===== config.mk =====
export PLATFORM = sky130hd
export DESIGN_NAME = byte_encode_stream
export DESIGN_NICKNAME = d
export VERILOG_FILES = /design/src/rtl/byte_encode_stream.sv
export SDC_FILE = /design/constraint.sdc
export NUM_CORES = 1
export LEC_CHECK = 0
export ABC_AREA = 1
export BUFFER_PORTS_ARGS = -buffer_cell sky130_fd_sc_hd__buf_2
export CAP_MARGIN = 20
export CORE_UTILIZATION = 45
export CTS_CLUSTER_SIZE = 16
export DETAILED_ROUTE_END_ITERATION = 16
export HOLD_SLACK_MARGIN = 0.05
export PLACE_DENSITY = 0.65
export SLEW_MARGIN = 20
export SYNTH_ARGS = -nofsm -noshare
export SYNTH_HDL_FRONTEND = slang
export SYNTH_SLANG_ARGS = --single-unit

===== constraint.sdc =====
create_clock -name clk -period 1.7 [get_ports clk]
set_input_delay 0.085 -clock clk [delete_from_list [all_inputs] [get_ports clk]]
set_output_delay 0.085 -clock clk [all_outputs]
set_load 0.01 [all_outputs]

===== src/rtl/byte_encode_stream.sv =====
// byte_encode_stream: streaming ByteEncode_ell packer. Takes one polynomial of
// NUM_COEFFS ELL-bit coefficients, one per handshake, and emits the
// LSB-first packed byte stream, one byte per handshake.
//
// Ports:
//   clk, rst_n            clock, asynchronous active-low reset
//   start                 pulse that begins a polynomial (ignored while busy)
//   coeff/coeff_valid/coeff_ready   coefficient input handshake
//   byte_data/byte_valid/byte_ready packed byte output handshake
//   busy                  polynomial in progress
//   done                  one-cycle pulse after the last byte is accepted
//   range_err             sticky: an accepted coeff was >= 3329 (ELL=12 only)
//
// state | meaning
// IDLE  | waiting for start, both handshakes closed
// RUN   | packing: accepting coefficients and emitting bytes
// DONE  | one-cycle done pulse, then back to IDLE
module byte_encode_stream #(
  parameter int ELL        = 12,
  parameter int NUM_COEFFS = 256,
  parameter int BYTE_COUNT = NUM_COEFFS * ELL / 8
) (
  input  logic           clk,
  input  logic           rst_n,
  input  logic           start,
  input  logic [ELL-1:0] coeff,
  input  logic           coeff_valid,
  output logic           coeff_ready,
  output logic [7:0]     byte_data,
  output logic           byte_valid,
  input  logic           byte_ready,
  output logic           busy,
  output logic           done,
  output logic           range_err
);

  localparam int ACC_W       = ELL + 8;
  localparam int CNT_W       = $clog2(ELL + 8);
  localparam int CCNT_W      = $clog2(NUM_COEFFS + 1);
  localparam int BL_W        = $clog2(BYTE_COUNT + 1);
  localparam bit CHECK_RANGE = (ELL == 12);

  typedef enum logic [1:0] {IDLE, RUN, DONE} state_t;

  state_t            state;
  logic [ACC_W-1:0]  acc;
  logic [CNT_W-1:0]  cnt;
  logic [CCNT_W-1:0] ccnt;
  logic [BL_W-1:0]   bytes_left;

  logic [ACC_W-1:0]  acc_n;
  logic [CNT_W-1:0]  cnt_n;
  logic [CCNT_W-1:0] ccnt_n;
  logic [BL_W-1:0]   bytes_left_n;
  logic              coeff_hs;
  logic              byte_hs;
  logic              last_byte;
  logic [11:0]       coeff12;

  assign byte_data = acc[7:0];
  assign coeff12   = 12'(coeff);
  assign coeff_hs  = (state == RUN) && coeff_valid && coeff_ready;
  assign byte_hs   = (state == RUN) && byte_valid && byte_ready;
  // Down-counter of remaining bytes; reaching its terminal count coincides
  // with ccnt = NUM_COEFFS and cnt draining to 0.
  assign last_byte = byte_hs && (bytes_left == BL_W'(1));

  // The registered ready/valid guarantee at most one of the two handshakes
  // per cycle, so the updates below never collide.
  always_comb begin
    acc_n        = acc;
    cnt_n        = cnt;
    ccnt_n       = ccnt;
    bytes_left_n = bytes_left;
    if (coeff_hs) begin
      acc_n  = acc | (ACC_W'(coeff) << cnt);
      cnt_n  = cnt + CNT_W'(ELL);
      ccnt_n = ccnt + CCNT_W'(1);
    end
    if (byte_hs) begin
      acc_n        = acc >> 8;
      cnt_n        = cnt - CNT_W'(8);
      bytes_left_n = bytes_left - BL_W'(1);
    end
  end

  always_ff @(posedge clk or negedge rst_n) begin
    if (!rst_n) begin
      state       <= IDLE;
      acc         <= '0;
      cnt         <= '0;
      ccnt        <= '0;
      bytes_left  <= '0;
      coeff_ready <= 1'b0;
      byte_valid  <= 1'b0;
      busy        <= 1'b0;
      done        <= 1'b0;
      range_err   <= 1'b0;
    end else begin
      case (state)
        IDLE: begin
          done <= 1'b0;
          if (start) begin
            state       <= RUN;
            acc         <= '0;
            cnt         <= '0;
            ccnt        <= '0;
            bytes_left  <= BL_W'(BYTE_COUNT);
            range_err   <= 1'b0;
            busy        <= 1'b1;
            coeff_ready <= 1'b1;
            byte_valid  <= 1'b0;
          end
        end
        RUN: begin
          acc        <= acc_n;
          cnt        <= cnt_n;
          ccnt       <= ccnt_n;
          bytes_left <= bytes_left_n;
          if (coeff_hs && CHECK_RANGE && (coeff12 >= 12'd3329))
            range_err <= 1'b1;
          if (last_byte) begin
            state       <= DONE;
            done        <= 1'b1;
            busy        <= 1'b0;
            coeff_ready <= 1'b0;
            byte_valid  <= 1'b0;
          end else begin
            coeff_ready <= (ccnt_n < CCNT_W'(NUM_COEFFS)) && (cnt_n < CNT_W'(8));
            byte_valid  <= (cnt_n >= CNT_W'(8));
          end
        end
        DONE: begin
          done  <= 1'b0;
          state <= IDLE;
        end
        default: state <= IDLE;
      endcase
    end
  end

endmodule


==> summary.txt, run 1 <==
Final layout
  • Post-Route Utilization: roughly 53%
  • Area grow syn2layout: 13.7%
  • FILL cells: between 500 and 600
  • NumNets Final: 420
  • Share of cells above drive strength 1: 19.3%
  • Diode count: 0

Detailed routing
  • DR WL/cell: around 13 um
  • DRC: 1
  • DR vias: between 2000 and 2500
  • 1st-pass router iterations: 10
  • Routed wire length: 6020 um
  • Drt via density: approximately 5.0
  • Post-DRT Antenna Nets: 0
  • DR iter-0 viols: a little under 200

Yosys
  • Synth area leader: dfrtp_1
  • Synth top area share: 43.9%
  • Post-synth top cells: nand2_1 (73), dfrtp_1 (48), inv_1 (44), nor2_1 (44), o21ai_0 (40)
  • EDFF count, synth: 0
  • Syn Nets: between 300 and 400
  • Mapped Cells: ~360
  • Synth cell types: 27
  • Largest cells by area after synthesis: dfrtp_1 (44%), nand2_1 (10%), o21ai_0 (7.3%), inv_1 (6.0%), nor2_1 (6.0%)
  • Synthesized area: around 0.0027 mm^2
  • Prevailing post-synth register cell: dfrtp_1
  • YS warnings: 0
  • Avg Inst Size Synth: between 7 and 8 um^2
  • Post-synthesis async set-or-reset flop share: 100%
  • Sequential fraction of the synthesis area: between 40% and 50%
  • FF+latch count, synth: 48
  • Most frequent cell after synthesis: nand2_1

Status
  • Failing checks: DRC
  • Status: finished, violations left

STA
  • Rel. slew slack: around 65%
  • Worst slew pin tran: about 0.53 ns
  • Fmax: approximately 640 MHz
  • Final Hold Vio Count: 0
  • Setup violators final: 0
  • Final worst path period share: 91.6%
  • Slew Limit Fails: 0
  • Min Tclk post-route: 1.56 ns
  • Setup TNS: 0 ns
  • Clk_skew: between 0.01 and 0.015 ns
  • Setup WS post-layout: 0.143 ns

Global route
  • Initial antenna violation count: 0
  • Tot GR Track Use: a little over a fifth
  • Met3 Usage GRT: 3.89%
  • Met2 Track Usage GR: approximately a third
  • Total grt overflow: 0
  • Met1 usage: 29.5%
  • Vias in the first global route: around 2200
  • First-pass GRT wire length: between 10000 and 15000 um
  • GR peak layer: met2
  • Largest net degree at the start of global routing: 28

Setup path
  • Kind of cell adding the most delay to the critical path: simple AND/OR/NAND/NOR gates
  • Worst EP arrival: 1.77 ns
  • CP most frequent cell: nand2_1
  • CP Launch Type: flip-flop
  • CP cell instances: inv_2 -> nand2_1 -> nor2_4 -> nor2_4 -> nor2_2 -> nand2_1 -> nor2_2 -> nand3_1 -> nand2_1 -> nor2_1
  • CP Max Fanout: 5
  • Setup Crit Path Kind: reg2reg
  • Crit. End Element: flip-flop
  • Crit-path slowest cell: dfrtp_1
  • Worst Path Buf+Inv: 1
  • Slowest stage delay, CP: between 0.4 and 0.5 ns
  • Required @ worst endpoint: roughly 1.9 ns

Placement
  • GPL Wtd Cong: 0.850
  • Post-placement worst setup slack: around 0.11 ns
  • HPWL after detailed placement: 4540 um
  • IO buf count: 29

Floorplan
  • FP Rows: 28
  • Die height: ~80 um
  • Full die area: about 0.0064 mm^2
  • Num ports: 30
  • Die width: about 80 um
  • Core Footprint: around 0.006 mm^2
  • Initial Util: between 40% and 50%

Clock tree
  • CTS tree: built
  • Cts bufs inserted: 5
  • Clock slew at reported path FFs: 0.09 ns
  • Largest buffer count on any clock path: 2
  • Clock Sink Count: 48
  • H-tree Lvls: 2
  • Latest clock arrival within the worst-skew pair: 0.31 ns
  • Root Buffer: clkbuf_8

Power and ir drop
  • Leakage: 1.52 nW
  • PwrDens: ~1600 mW/mm^2
  • Peak supply drop: around 610 uV

Worst hold path
  • Worst Hold Class: in2reg

Job
  • Max-Cap Viols: 0
-- metrics by stage --
stage	power, mW	hold WS (ns)	area, um^2	instances
floorplan	3.65	-0.211	2740	364
global placement	4.16	0.0988	2960	461
detailed placement	4.20	0.101	2960	461
CTS	4.94	0.103	3070	470
global route	5.39	0.124	3110	475
finish	4.91	0.101	3110	475
-- repair_timing --
action / in CTS / in global routing
gates resized for setup: 0 / 2
hold buffers: 1 / 0
hold endpoints to repair: 21 / 0
endpoints found under the setup margin: 0 / 4
buffers inserted: 0 / 5
-- cells by family after synthesis --
logic type	count (synthesis)	synth area share, %
muxes	2	0.778
DFF	48	43.9
adders and majority gates	4	1.83
and+or+nand+nor	157	25.9
AOI/OAI and AO/OA	86	16.7
buffers and inverters	67	10.8
-- area by class of cell --
cell class / count / area (um^2) / area share [%]
clock inverter: 2 / 15.0 / 0.483
timing repair buffer: 47 / 295 / 9.50
inverter: 48 / 184 / 5.92
tap: 75 / 93.8 / 3.02
clock buffer: 6 / 82.6 / 2.66
multi-input combinational: 249 / 1240 / 39.8
sequential: 48 / 1200 / 38.6
-- path summary, 6_finish.rpt --
path                                        from                        end  slack, ns  cells after the start
hold / removal                         coeff[11]      range_err$_DFFE_PN0P_       0.10                      3
max in group asynchronous                  rst_n    coeff_ready$_DFFE_PN0P_       0.89                      3
setup reg to reg            state[1]$_DFFE_PN0P_  bytes_left[6]$_DFFE_PN0P_       0.14                     10
hold reg to reg            range_err$_DFFE_PN0P_      range_err$_DFFE_PN0P_       0.49                      2
min in group asynchronous                  rst_n  bytes_left[6]$_DFFE_PN0P_       0.28                      2
setup / recovery            state[1]$_DFFE_PN0P_  bytes_left[6]$_DFFE_PN0P_       0.14                     10
-- power by group --
part	leakage, nW	switching (mW)	total, mW	internal, mW
registers	0.587	0.299	1.90	1.60
clock network	0.0434	0.399	0.729	0.330
logic	0.893	1.42	2.28	0.863
-- registers in the layout, indices dropped and copies added, names as in the netlist --
register and count:
acc 20, busy 1, byte_valid 1, bytes_left 9, ccnt 9, cnt 3, coeff_ready 1, done 1
range_err 1, state 2
-- metal layers --
metal  part of all wire (%)  routed length (um)
met2                     46                2790
met5                      0                   0
met3                    4.7                 281
met4                   0.90                  54
met1                     48                2890
-- worst register-to-register path, delay by kind of cell, from the launching register on --
kind          cells  cell delay, ns
simple gates      9            0.97
flops             1            0.41
buf+inv           1            0.08
-- cells in the final DEF (no fill, tap or decap), drive strengths merged, types with 4 or more instances in the layout --
master	n
a22oi	4
nand4	6
nand2	78
a21oi	31
clkbuf	6
nand3	17
inv	47
o22ai	6
buf	46
dfrtp	48
ha	4
o21ai	43
nor2	53
No activity file was read; power rests on OpenSTA's default activity.
==> inputs of run 2 (changes only) <==
==> constraint.sdc (replaced) <==
create_clock -name clk -period 1.7 [get_ports clk]
set_input_delay 0.34 -clock clk [delete_from_list [all_inputs] [get_ports clk]]
set_output_delay 0.34 -clock clk [all_outputs]
set_load 0.01 [all_outputs]
==> run 2 against run 1 <==
Against the previous run:
- sequential power is 2% higher
- sequential share of layout area is 0.087 points higher
- register-to-register slack worse by 0.02 ns
- the flow still finishes with violations (DRC)
- critical endpoint is now ccnt[6]$_DFFE_PN0P_
- clock skew rose by 0.0010 ns
- combinational power hardly changed
- total power rose by 5.4%
- count of clock-buffer cells in the layout shrank 1
- critical path type unchanged
- flip-flop and latch count did not move
- critical path depth down 2
- worst hold slack gained 0.25 ns
==> summary.txt, run 2 (synthesis results as in run 1) <==
Status
  • Status: finished, violations left (unchanged)
  • Failing checks: DRC (unchanged)

Global route
  • Vias in the first global route: 2279 (was 2220)
  • Initial antenna violation count: 0 (unchanged)
  • Total grt overflow: 0 (unchanged)
  • Largest net degree at the start of global routing: 29 (was 28)
  • First-pass GRT wire length: 10700 um (was 10300 um)
  • Tot GR Track Use: 21.9% (was 21.0%)

Floorplan
  • FP Rows: 28 (unchanged)
  • Initial Util: 46.4% (unchanged)
  • Num ports: 30 (unchanged)
  • Die width: 79.9 um (unchanged)
  • Die height: 79.9 um (unchanged)
  • Full die area: 0.00639 mm^2 (unchanged)
  • Core Footprint: 0.00589 mm^2 (unchanged)

Detailed routing
  • Post-DRT Antenna Nets: 0 (unchanged)
  • Drt via density: 5.02 (was 5.04)
  • DR WL/cell: 13.2 um (was 12.7 um)
  • Routed wire length: 6180 um (was 6020 um)
  • DR iter-0 viols: 151 (was 197)
  • DR vias: 2354 (was 2394)
  • 1st-pass router iterations: 10 (unchanged)
  • DRC: 1 (unchanged)

Setup path
  • Required @ worst endpoint: 1.95 ns (was 1.91 ns)
  • Worst R2R Path Depth: 8 (was 10)
  • CP Max Fanout: 8 (was 5)
  • Internal reg-to-reg setup slack: 0.12 ns (was 0.14 ns)
  • Reg2Reg Capture Point: ccnt[6]$_DFFE_PN0P_ (was bytes_left[6]$_DFFE_PN0P_)
  • Worst EP arrival: 1.83 ns (was 1.77 ns)
  • Crit. End Element: flip-flop (unchanged)
  • Critical path startpoint: state[1]$_DFFE_PN0P_ (unchanged)
  • Setup Crit Path Kind: reg2reg (unchanged)
  • Critical Path Sink: ccnt[6]$_DFFE_PN0P_ (was bytes_left[6]$_DFFE_PN0P_)
  • CP Launch Type: flip-flop (unchanged)
  • R2r startpoint: state[1]$_DFFE_PN0P_ (unchanged)

Placement
  • GPL Wtd Cong: 0.896 (was 0.850)
  • IO buf count: 29 (unchanged)
  • Cell count after placement: 461 (unchanged)
  • DP Area: 0.00296 mm^2 (unchanged)
  • Post-placement worst setup slack: 0.149 ns (was 0.114 ns)
  • HPWL after detailed placement: 4580 um (was 4540 um)

Final layout
  • Register bank with the most flops: acc (unchanged)
  • Max FFs per register: 20 (unchanged)
  • Commonest non-fill, non-tap cells in the layout: nand2_1 (73), dfrtp_1 (47), inv_1 (44), nor2_1 (44), o21ai_0 (40) (was nand2_1 (73), dfrtp_1 (48), nor2_1 (44))
  • Most common cell after layout, fill and taps aside: nand2_1 (unchanged)
  • Area grow syn2layout: 13.6% (was 13.7%)
  • Diode count: 0 (unchanged)
  • Share of cells above drive strength 1: 18.0% (was 19.3%)
  • NumNets Final: 415 (was 420)
  • Layout Cells excl Fill: 469 (was 475)
  • Largest regs: acc (20), bytes_left (9), ccnt (9) (unchanged)
  • Final Cell Area: 0.00311 mm^2 (about the same)

Power and ir drop
  • PwrDens: 1670 mW/mm^2 (was 1580 mW/mm^2)
  • Total power: 5.17 mW (was 4.91 mW)
  • Leakage: 1.52 nW (about the same)
  • Peak supply drop: 729 uV (was 611 uV)

Clock tree
  • Clock Sink Count: 48 (unchanged)
  • Clock slew at reported path FFs: 0.09 ns (about the same)
  • Post-CTS setup buffers: 0 (unchanged)
  • Largest buffer count on any clock path: 2 (unchanged)
  • Root Buffer: clkbuf_8 (unchanged)
  • Cts bufs inserted: 5 (unchanged)
  • H-tree Lvls: 2 (unchanged)
  • CTS tree: built (unchanged)
  • Latest clock arrival within the worst-skew pair: 0.31 ns (about the same)

Job
  • Max-Cap Viols: 0 (unchanged)

STA
  • Min Tclk post-route: 1.58 ns (was 1.56 ns)
  • Final Hold Vio Count: 0 (unchanged)
  • Worst slew pin tran: 0.511 ns (was 0.526 ns)
  • Setup TNS: 0 ns (unchanged)
  • RSZ-0062 raised after global routing: false
  • Slew Limit Fails: 0 (unchanged)
  • Clk_skew: 0.0128 ns (was 0.0118 ns)
  • Setup WS post-layout: 0.120 ns (was 0.143 ns)
  • Setup violators final: 0 (unchanged)
  • Fmax: 633 MHz (was 642 MHz)
  • Final worst path period share: 92.9% (was 91.6%)
  • Rel. slew slack: 65.9% (was 64.9%)

Worst hold path
  • Worst Hold Class: in2reg (unchanged)
## run 2: changes by cell type in the layout (fill, tap and decap cells not counted)
| cell | previous run | this run |
|---|---|---|
| buf_4 | 16 | 11 |
| clkinvlp_4 | 3 | 0 |
| bufinv_16 | 0 | 2 |
| inv_1 | 42 | 44 |
| clkbuf_8 | 6 | 5 |
| dfrtp_1 | 48 | 47 |
| dfrtp_2 | 0 | 1 |
| inv_2 | 5 | 4 |
| nor3_1 | 1 | 0 |
| nor3_2 | 2 | 3 |
## run 2: layer usage
layer	up-vias	GRT usage [%]	wire length [um]
met3	6	3.89	297
met1	1071	31.1	3030
met4	0	6.25	75
li1	1227	-	-
met5	-	0	0
met2	50	34.1	2770
## run 2: critical path, cell delays in order (launching register included)
cell	delay, ns
dfrtp_1	0.42
inv_2	0.07
nand2_1	0.16
nor2_4	0.07
buf_4	0.16
inv_1	0.23
nand2_1	0.08
mux2_1	0.29
inv_1	0.05
## run 2: layout make-up
type	instances	area (um^2)
fillers	599	2780
multi-input cells	249	1240
flip-flops and latches	48	1200
repair buffers	42	258
inverters	48	180
well taps	75	93.8
clock buffers	5	68.8
clock inverters	2	60.1
## run 2: metrics by stage
stage,hold WS [ns],util (%)
floorplan,0.0444,-
global placement,0.345,50.3
detailed placement,0.342,50.3
CTS,0.351,52.7
global route,0.377,52.8
finish,0.350,52.8
## run 2: worst min-delay path by stage
stage,start,end,slack [ns],depth (start not counted)
after global routing,coeff[11],range_err$_DFFE_PN0P_,0.38,3
after global placement,rst_n,bytes_left[4]$_DFFE_PN0P_,0.35,1
final,coeff[11],range_err$_DFFE_PN0P_,0.35,3
after floorplan,rst_n,acc[0]$_DFFE_PN0P_,0.04,0
after CTS,coeff[11],range_err$_DFFE_PN0P_,0.35,3
after detailed placement,rst_n,bytes_left[4]$_DFFE_PN0P_,0.34,1
## run 2: power breakdown
part	switching, mW	internal, mW
combinational	1.41	0.845
clock	0.399	0.579
sequential	0.336	1.60
total	2.15	3.03
## run 2: timing repair
action,4_1_cts,5_1_grt
setup endpoints to repair,0,2
resized for setup,0,2
hold buffers,1,0
endpoints found under the hold margin,20,0
==> inputs of run 3 (changes only) <==
PLACE_DENSITY = 0.66   (was 0.65)
==> run 3 against run 2 <==
Against the previous run:
- the flow still finishes with violations (DRC)
- combinational power is essentially flat
- global-route usage shrank 1.3 points
- count of clock-buffer cells in the layout stayed put
- clock skew shrank 0.0083 ns
- register-to-register slack worse by 0.02 ns
- highest routed layer unchanged
==> summary.txt, run 3 (synthesis results as in run 1) <==
Setup path
  • Internal reg-to-reg setup slack: 0.10 ns (was 0.12 ns)
  • CP cell instances: inv_2 -> nand2_4 -> nand2_2 -> nand2_1 -> nand2_4 -> inv_2 -> nor2_4 -> nand2_1 -> a21oi_1 (was inv_2 -> nand2_1 -> nor2_4 -> buf_4 -> inv_1 -> nand2_1 -> mux2_1 -> inv_1)
  • Worst Path Buf+Inv: 2 (was 4)
  • Required @ worst endpoint: 1.93 ns (was 1.95 ns)
  • Setup Crit Path Kind: reg2reg (unchanged)
  • Crit. End Element: flip-flop (unchanged)
  • CP Launch Type: flip-flop (unchanged)
  • Slowest stage delay, CP: 0.42 ns (about the same)
  • Kind of cell adding the most delay to the critical path: simple AND/OR/NAND/NOR gates (was buffers and inverters)
  • CP Max Fanout: 10 (was 8)
  • Worst EP arrival: 1.83 ns (about the same)
  • Crit-path slowest cell: dfrtp_1 (unchanged)

Floorplan
  • FP Rows: 28 (unchanged)
  • Core Footprint: 0.00589 mm^2 (unchanged)
  • Num ports: 30 (unchanged)
  • Full die area: 0.00639 mm^2 (unchanged)
  • Die width: 79.9 um (unchanged)
  • Die height: 79.9 um (unchanged)
  • Initial Util: 46.4% (unchanged)

Global route
  • Total grt overflow: 0 (unchanged)
  • First-pass GRT wire length: 10100 um (was 10700 um)
  • Largest net degree at the start of global routing: 49 (was 29)
  • Initial antenna violation count: 0 (unchanged)
  • Tot GR Track Use: 20.6% (was 21.9%)
  • Vias in the first global route: 2207 (was 2279)

STA
  • Fmax: 625 MHz (was 633 MHz)
  • Setup violators final: 0 (unchanged)
  • Final Hold Vio Count: 0 (unchanged)
  • Rel. slew slack: 75.5% (was 65.9%)
  • Clk_skew: 0.00446 ns (was 0.0128 ns)
  • Worst Hold Slack: 0.347 ns (was 0.350 ns)
  • Min Tclk post-route: 1.60 ns (was 1.58 ns)
  • Worst slew pin tran: 0.368 ns (was 0.511 ns)
  • Final worst path period share: 94.1% (was 92.9%)
  • Slew Limit Fails: 0 (unchanged)

Clock tree
  • Latest clock arrival within the worst-skew pair: 0.30 ns (was 0.31 ns)
  • CTS tree: built (unchanged)
  • Cts bufs inserted: 5 (unchanged)
  • Root Buffer: clkbuf_8 (unchanged)
  • Clock slew at reported path FFs: 0.08 ns (was 0.09 ns)
  • Clock Sink Count: 48 (unchanged)
  • Largest buffer count on any clock path: 2 (unchanged)
  • H-tree Lvls: 2 (unchanged)

Power and ir drop
  • Clock power share: 15.9% (was 18.9%)
  • Net Sw Power: 2.13 mW (was 2.15 mW)
  • Leakage: 1.51 nW (was 1.52 nW)
  • Sw Share: 42.4% (was 41.5%)
  • Internal power: 2.89 mW (was 3.03 mW)
  • Peak supply drop: 597 uV (was 729 uV)
  • Sequential power share: 38.7% (was 37.5%)
  • Comb pwr share: 45.5% (was 43.6%)
  • PwrDens: 1620 mW/mm^2 (was 1670 mW/mm^2)

Placement
  • IO buf count: 29 (unchanged)
  • HPWL after detailed placement: 4450 um (was 4580 um)
  • DP Area: 0.00296 mm^2 (unchanged)
  • GPL Wtd Cong: 0.908 (was 0.896)

Status
  • Status: finished, violations left (unchanged)
  • Failing checks: DRC (unchanged)

Final layout
  • Register bank with the most flops: acc (unchanged)
  • FILL cells: 585 (was 599)
  • Area grow syn2layout: 13.4% (was 13.6%)
  • Multi-input gate area: 0.00126 mm^2 (was 0.00124 mm^2)
  • Final Cell Area: 0.00310 mm^2 (was 0.00311 mm^2)
  • Most common cell after layout, fill and taps aside: nand2_1 (unchanged)
  • Largest regs: acc (20), bytes_left (9), ccnt (9) (unchanged)
  • Max FFs per register: 20 (unchanged)
  • NumNets Final: 416 (was 415)
  • Diode count: 0 (unchanged)
  • Storage cell area: 0.00120 mm^2 (about the same)
  • Share of cells above drive strength 1: 19.0% (was 18.0%)
  • Commonest non-fill, non-tap cells in the layout: nand2_1 (72), dfrtp_1 (46), inv_1 (44) (was nand2_1 (73), dfrtp_1 (47), inv_1 (44), nor2_1 (44), o21ai_0 (40))

Job
  • Max-Cap Viols: 0 (unchanged)

Detailed routing
  • Post-DRT Antenna Nets: 0 (unchanged)
  • DR WL/cell: 12.8 um (was 13.2 um)
  • Drt via density: 5.03 (was 5.02)
  • DRC: 1 (unchanged)
  • Routed wire length: 6000 um (was 6180 um)
  • DR vias: 2358 (was 2354)
  • 1st-pass router iterations: 10 (unchanged)
  • DR iter-0 viols: 151 (unchanged)

Worst hold path
  • Worst Hold Class: in2reg (unchanged)
[run 3: path summary, 6_finish.rpt]
path / start / to / depth (start not counted)
worst max-delay path: state[1]$_DFFE_PN0P_ / acc[0]$_DFFE_PN0P_ / 9
worst min-delay path: coeff[11] / range_err$_DFFE_PN0P_ / 3
worst max register to register: state[1]$_DFFE_PN0P_ / acc[0]$_DFFE_PN0P_ / 9
worst min register to register: busy$_DFFE_PN0P_ / busy$_DFFE_PN0P_ / 2
max in group asynchronous: rst_n / cnt[3]$_DFFE_PN0P_ / 3
min in group asynchronous: rst_n / bytes_left[5]$_DFFE_PN0P_ / 3
[run 3: power by group through the flow]
stage                     clock, mW  combinational (mW)  sequential [mW]
after floorplan                   0                1.79             1.86
after global placement            0                2.23             1.94
after detailed placement          0                2.25             1.95
after CTS                     0.817                2.26             1.93
after global routing          0.854                2.60             2.02
final                         0.796                2.28             1.94
[run 3: worst register-to-register path, delay by kind of cell (launching register included)]
kind	cells	cell delay (ns)
AO/OA/AOI/OAI	1	0.12
buffers and inverters	2	0.16
flip-flops	1	0.42
AND/OR/NAND/NOR	6	0.81
[run 3: through the flow]
| stage | instances | setup slack, ns | setup TNS [ns] | utilization [%] | total power, mW |
|---|---|---|---|---|---|
| 6_report | 469 | 0.100 | 0 | 52.7 | 5.02 |
| 2_1_floorplan | 364 | 0.0804 | 0 | - | 3.65 |
| 5_1_grt | 469 | -0.0107 | -0.0107 | 52.7 | 5.47 |
| 4_1_cts | 468 | 0.0469 | 0 | 52.1 | 5.01 |
| 3_5_place_dp | 461 | 0.0673 | 0 | 50.3 | 4.20 |
| 3_3_place_gp | 461 | 0.111 | 0 | 50.3 | 4.17 |
[run 3: repair_timing]
| item | 4_1_cts | 5_1_grt |
|---|---|---|
| hold endpoints to repair | 48 | 0 |
| endpoints found under the setup margin | 0 | 15 |
| hold buffers | 1 | 0 |
| buffers inserted | 0 | 1 |
| resized for setup | 0 | 7 |
[run 3: area by class of cell]
type,count,share of cell area (%)
Clock buffer,5,2.22
Multi-Input combinational cell,249,40.6
Clock inverter,1,0.969
Timing Repair Buffer,43,8.56
Inverter,48,5.81
Tap cell,75,3.03
Sequential cell,48,38.8
[run 3: per-layer routing]
metal / global-route usage [%] / wire length (um)
met1: 28.7 / 2990
met4: 6.96 / 81
met3: 4.00 / 269
met5: 0 / 0
met2: 32.1 / 2660
